$ cat src/rtl/ring4bd_ctrl.sv
// rtl/ring4bd_ctrl.sv - command sequencer for a 4-bit bidirectional ring counter
//
// Owns the ring counter's load/data/mod inputs. A command (pattern, direction,
// step count) is loaded into the ring, the ring is let run for exactly the
// requested number of rotations (or fewer on abort), then frozen and its final
// value is reported.
//
// Optional build macro: RING4BD_CTRL_CHECK_EN enables a shadow prediction of
// the ring value and a sticky err flag on any disagreement.
//
// Ports:
//   clock, reset            clock; asynchronous active-low reset
//   cmd_valid/cmd_ready     command handshake (ready only while idle)
//   cmd_pattern/dir/steps   preload value, 0=left 1=right, rotation count
//   abort                   end the current run early (honoured only in RUN)
//   ring_count              ring counter output
//   ring_load/data/mod      ring counter controls
//   busy, done, aborted     run status; done is a one-cycle pulse
//   result                  ring value captured when leaving DONE
//   steps_left              remaining rotations
//   err                     sticky rotation-check error
module ring4bd_ctrl #(
  parameter int STEP_W = 8
) (
  input  logic              clock,
  input  logic              reset,
  input  logic              cmd_valid,
  output logic              cmd_ready,
  input  logic [3:0]        cmd_pattern,
  input  logic              cmd_dir,
  input  logic [STEP_W-1:0] cmd_steps,
  input  logic              abort,
  input  logic [3:0]        ring_count,
  output logic              ring_load,
  output logic [3:0]        ring_data,
  output logic              ring_mod,
  output logic              busy,
  output logic              done,
  output logic              aborted,
  output logic [3:0]        result,
  output logic [STEP_W-1:0] steps_left,
  output logic              err
);

  typedef enum logic [1:0] {IDLE, LOAD, RUN, DONE} state_t;

  localparam logic [STEP_W-1:0] STEP_ONE = {{(STEP_W-1){1'b0}}, 1'b1};

  state_t     state;
  logic [3:0] pat_q;

  // ring_mod doubles as the stored direction of the accepted command.
  always_ff @(posedge clock or negedge reset) begin
    if (!reset) begin
      state      <= IDLE;
      cmd_ready  <= 1'b1;
      busy       <= 1'b0;
      done       <= 1'b0;
      aborted    <= 1'b0;
      result     <= 4'd0;
      steps_left <= '0;
      ring_mod   <= 1'b0;
      pat_q      <= 4'd0;
    end else begin
      done <= 1'b0;
      case (state)
        IDLE: begin
          if (cmd_valid) begin
            pat_q      <= cmd_pattern;
            ring_mod   <= cmd_dir;
            steps_left <= cmd_steps;
            aborted    <= 1'b0;
            busy       <= 1'b1;
            cmd_ready  <= 1'b0;
            state      <= LOAD;
          end
        end
        LOAD: begin
          if (steps_left != '0) begin
            state <= RUN;
          end else begin
            state <= DONE;
            done  <= 1'b1;
            busy  <= 1'b0;
          end
        end
        RUN: begin
          // The ring rotates on this edge regardless, so the count follows it.
          if (steps_left != '0) steps_left <= steps_left - STEP_ONE;
          if (abort || steps_left <= STEP_ONE) begin
            state   <= DONE;
            done    <= 1'b1;
            busy    <= 1'b0;
            aborted <= abort;
          end
        end
        DONE: begin
          // Ring is frozen in DONE, so ring_count is the final value here.
          result    <= ring_count;
          cmd_ready <= 1'b1;
          state     <= IDLE;
        end
        default: state <= IDLE;
      endcase
    end
  end

  // Outside RUN the ring is held by reloading either its own value or the
  // preload pattern.
  always_comb begin
    ring_load = 1'b1;
    ring_data = ring_count;
    case (state)
      LOAD: ring_data = pat_q;
      RUN: begin
        ring_load = 1'b0;
        ring_data = pat_q;
      end
      default: ;
    endcase
  end

`ifdef RING4BD_CTRL_CHECK_EN
  logic [3:0] pred;

  always_ff @(posedge clock or negedge reset) begin
    if (!reset) begin
      pred <= 4'd0;
      err  <= 1'b0;
    end else begin
      if (state == LOAD)
        pred <= pat_q;
      else if (state == RUN)
        pred <= ring_mod ? {pred[0], pred[3:1]} : {pred[2:0], pred[3]};
      if ((state == RUN || state == DONE) && ring_count != pred)
        err <= 1'b1;
    end
  end
`else
  assign err = 1'b0;
`endif

endmodule

$ cat config.mk
export PLATFORM = sky130hd
export DESIGN_NAME = ring4bd_ctrl
export DESIGN_NICKNAME = d
export VERILOG_FILES = /design/src/rtl/ring4bd_ctrl.sv
export SDC_FILE = /design/constraint.sdc
export NUM_CORES = 1
export LEC_CHECK = 0
export ABC_CLOCK_PERIOD_IN_PS = 2350
export CAP_MARGIN = 30
export CORE_MARGIN = 2
export CORE_UTILIZATION = 46
export DETAILED_ROUTE_END_ITERATION = 6
export HOLD_SLACK_MARGIN = 0.05
export PLACE_DENSITY = 0.77
export SYNTH_ARGS = -nofsm -noshare
export SYNTH_HDL_FRONTEND = slang
export SYNTH_SLANG_ARGS = --single-unit
export TNS_END_PERCENT = 10
$ cat constraint.sdc
create_clock -name clock -period 2.35 [get_ports clock]
set_input_delay 0.3525 -clock clock [delete_from_list [all_inputs] [get_ports clock]]
set_output_delay 0.3525 -clock clock [all_outputs]
set_load 0.01 [all_outputs]
After elaboration in Yosys (flattened, before gate mapping)
Index checks and enable logic that the tools add are counted.
W data, S select, Z words.
- add/sub/neg operators: 1
- order comparisons: 1
- equality and inequality tests: 7
- multiplexer cells: 20
- reductions and logical operators: 13
- operators with widths (kind ; number):
    $mux W8 ; 2
    $pmux W8 S2 ; 1
    $mux W1 ; 9
    $le A8 B1 Y1 const B ; 1
    $ne A2 B2 Y1 const B ; 4
    $pmux W2 S4 ; 1
    $reduce_bool A8 Y1 ; 1
    $sub A8 B1 Y8 const B ; 1
    $pmux W1 S2 ; 3
    $reduce_and A2 Y1 ; 3
    $reduce_and A3 Y1 ; 2
    $eq A2 B2 Y1 const B ; 2
    $mux W2 ; 2
    $mux W4 ; 1
    $reduce_and A4 Y1 ; 1
    $reduce_bool A2 Y1 ; 2
    $pmux W1 S3 ; 1
    $reduce_bool A3 Y1 ; 1
    $eq A2 B1 Y1 const B ; 1
    $logic_not A2 Y1 ; 1
    $reduce_or A2 Y1 ; 1
    $logic_or A1 B1 Y1 ; 1
- flip-flop bits (word level): 23
- input port bits: 21
- output and inout bits: 23
- logic and storage cells: 51

Longest topological paths before layout
- word-level depth: 4
- gate-level depth with buffers: 7
- depth with buffers taken out: 6

Worst setup path after synthesis
No wires, ideal clock.
- kind: register -> register
- start point: register steps_left[0]
- end point: register steps_left[6]
- setup time: 0.145 ns
- arrival: 1.768 ns
- setup slack: 0.437 ns
- cell stages (with the launch flop): 7
- period minus slack after synthesis: 1.913 ns
- path through: dfrtp_1 inv_1 ha_1 or3b_1 or4_1 a32oi_1 a221oi_1
- word-level cells in the longest chain between the ends: 3
- elaborated cells on any way between the ends: 6
- those cells by class: add/sub (1); eq/ne (1); mux (2); reduce/logical (2)
- RTL lines (item ; RTL line ; RTL):
    from (decl) ; 41 ; output logic [STEP_W-1:0] steps_left,
    from (signal assigned) ; 71 ; steps_left <= cmd_steps;
    from (signal assigned) ; 89 ; if (steps_left != '0) steps_left <= steps_left - STEP_ONE;
    $sub A8 B1 Y8 or $reduce_bool A8 Y1 (tied branches) ; 89 ;
    $mux W8 or $ne A2 B2 Y1 (tied branches) ; n/a ;
    $pmux W8 S2 or $reduce_and A3 Y1 (tied branches) ; n/a ;
Several ways; a longest one is shown, not always the timed one. The select of a mux whose other input is x is not followed.
A chain may end at the register's enable or synchronous reset.

Final worst setup path
- start point: register state[1]
- end point: output port ring_data[2]
- word-level cells in the longest chain between the ends: 3
- elaborated cells on any way between the ends: 4
- those cells by class: eq/ne (2); mux (1); reduce/logical (1)
- RTL lines (item ; RTL line ; RTL):
    from (decl) ; 49 ; state_t state;
    from (signal assigned) ; 55 ; state <= IDLE;
    from (signal assigned) ; 75 ; state <= LOAD;
    from (signal assigned) ; 80 ; state <= RUN;
    $eq A2 B2 Y1 or $eq A2 B1 Y1 (tied branches) ; 113 ; case (state)
    $reduce_or A2 Y1 (no source line) (*) ; n/a ;
    $mux W4 (*) ; 113 ;
    to (decl) ; 35 ; output logic [3:0] ring_data,
Every way passes the cells marked *; elsewhere a longest branch is shown, timed or not.

==> impl_results.md <==
- Outcome: completed
- Post-synthesis cell count: around 140
- Hold WC Path Type: input port to async pin
- IO Port Bufs: 42
- Most common cell after layout, fill and taps aside: clkdlybuf4s50_1
- Synth Warn #: 0
- DRC: 0
- CP Cell Sequence: inv_1 -> ha_4 -> mux2_2 -> clkdlybuf4s50_1
- Family with the most delay on the worst path: buffers and inverters
- Area Overhead vs Synth: 37.71%
- DR vias: about 1,200
- Hold buffer count at cts: 0
- Routed WL: 3173 um
- Worst-Skew Late Latency: around 320 ps
- Cell Area, Placed: between 1500 and 2000 um2
- # rows: 20
- Core box area: between 2000 and 3000 um2
- Dpl ws: about 230 ps
- Post-synth EDFFs: 0
- WHS: about 370 ps
- Post-route design area: approximately 1900 um2
- Vias in the first global route: roughly 1,300
- Final HPWL DP: between 2000 and 2500 um
- Crit Path Class: flip-flop to output pin
- Initial DRC count: 52
- Routed WL per cell: around 15 um
- Final core utilization: between 60% and 70%
- Worst setup SP type: flip-flop
- Synth unique cells: 43
- Mean Syn Cell Area: just over 10 um2
- Pin count of the biggest net entering global routing: 24
- Skew final: approximately 1.0 ps
- Data required time at the worst endpoint: ~2000 ps
- Share of cells above drive strength 1: 19.23%
- Fill cell count: 249
- Final nets: 211
- FF/Latch Area: between 500 and 600 um2
- First-pass GRT wire length: between 5000 and 6000 um
- Sequential fraction of the synthesis area: 41.20%
- H-tree Lvls: 1
- VDD IR max: approximately 0.0008 V
- Post-DRT Antenna Nets: 0
- Most frequent cells in the layout: 39 x clkdlybuf4s50_1, 22 x dfrtp_1, 14 x mux2_2
- CP peak stage delay: 470 ps
- Top_reg_cell synth: dfrtp_1
- Reg clk slew, reported paths: about 130 ps
- CTS tree: built
- Cell Area, Synth: about 1400 um2
- Synth Register Bits: 23
- Arr. time, crit path: ~1900 ps
- Critical path fanouts, max: 7
- Min setup slack post-route: approximately 66 ps
- Worst path bufs/invs: 2
- Final period util: a little over nine tenths
- Die area: approximately 3500 um2
- Initial Util: a little under half
- Final Hold Viols: 0
- Sink Count: 23
- Slowest CP cell: clkdlybuf4s50_1
- Total grt overflow: 0
- Chip height: 59.17 um
- Mapped Nets: around 160
- TritonCTS Buffers: 3
- Max-Cap Viols: 0
- PD cells: approximately 1400 nW/um2
- Design Power: between 2000 and 3000 uW
- Max Freq: 0.4378 GHz
- Async SR Flop Fraction: 100.0%
- Initial antenna violation count: 0
- Critical Path Sink Type: output pin
- Clk root buf: clkbuf_4
- Via/cell ratio: between 5 and 6
- IO Pins: between 40 and 50
- Final GP Congestion: 0.7984
- Final setup vio count: 0
- Pre-antenna DRT Iters: 4
- Cell leakage power: slightly above 0.0008 uW
- Longest Clk Path Bufs: 2
- Area of the multi-input gates: approximately 770 um2
- Die width: between 50 and 60 um
- RSZ-0062 raised after global routing: yes
- N_diodes: 0
- Final Max Slew Viols: 0
- Minimum clock period: roughly 2300 ps
- Total Routing Usage GR: between 20% and 30%
metrics by stage:
stage	instances	setup TNS (ps)
global route	215	-1.458
CTS	215	0
global placement	209	0
detailed placement	209	0
finish	215	0
floorplan	135	0
cell usage after synthesis (3+ instances only):
cell | count | share of area (%)
inv_1 | 8 | 2.1
nor2b_1 | 3 | 1.3
mux2i_1 | 4 | 2.9
ha_1 | 7 | 6.3
mux2_2 | 14 | 11
nand2_1 | 5 | 1.3
nor2_1 | 10 | 2.7
a21oi_1 | 9 | 3.2
o21ai_0 | 9 | 3.2
dfrtp_1 | 22 | 39
clkbuf_1 | 3 | 0.80
kinds of logic (layout without fill, tap and decap cells):
kind of cell,Yosys count,in the layout,share of synthesized area [%]
simple gates,37,37,15.82
flops,23,23,41.20
mux,18,18,14.12
fa+ha+maj,7,7,6.255
buf+inv,15,62,5.005
other cells,1,1,0.2678
compound gates,34,34,17.34
per-layer routing:
layer  GRT usage [%]  routed length, um  vias up
li1                -                  -      589
met1           23.55               1282      601
met2           36.98               1663       43
met3           2.838                172        7
met4           6.818                 55        0
met5               0                  0        -
sequential cells by signal, indices dropped and copies added (netlist names):
signal / flops
state: 2
result: 4
aborted: 1
cmd_ready: 1
pat_q: 4
busy: 1
done: 1
steps_left: 8
ring_mod: 1
layout make-up:
| cell class | count | share of cell area, % |
|---|---|---|
| multi-input cells | 97 | 39.71 |
| flip-flops and latches | 23 | 29.92 |
| repair buffers | 50 | 25.31 |
| well taps | 33 | 2.141 |
| inverters | 8 | 1.557 |
| clock buffers | 4 | 1.363 |
where the power goes:
part / switching (uW) / internal, uW
Sequential: 198 / 601
Combinational: 732 / 915
Clock: 125 / 66.5
Total: 1050 / 1580
path summary, 6_finish.rpt:
path,from,endpoint,slack (ps),depth (start not counted)
max in group asynchronous,reset,cmd_ready$_DFFE_PN1P_,1700,2
setup reg to reg,steps_left[0]$_DFFE_PN0P_,steps_left[6]$_DFFE_PN0P_,300,6
hold / removal,reset,steps_left[1]$_DFFE_PN0P_,370,2
setup / recovery,state[1]$_DFFE_PN0P_,ring_data[2],70,4
hold reg to reg,cmd_ready$_DFFE_PN1P_,cmd_ready$_DFFE_PN1P_,510,2
min in group clock,cmd_ready$_DFFE_PN1P_,cmd_ready$_DFFE_PN1P_,510,2
timing repair:
item,CTS,global route
endpoints found under the setup margin,4,5
gates resized for setup,2,4
setup buffers,2,0
No activity file was read; power rests on OpenSTA's default activity.
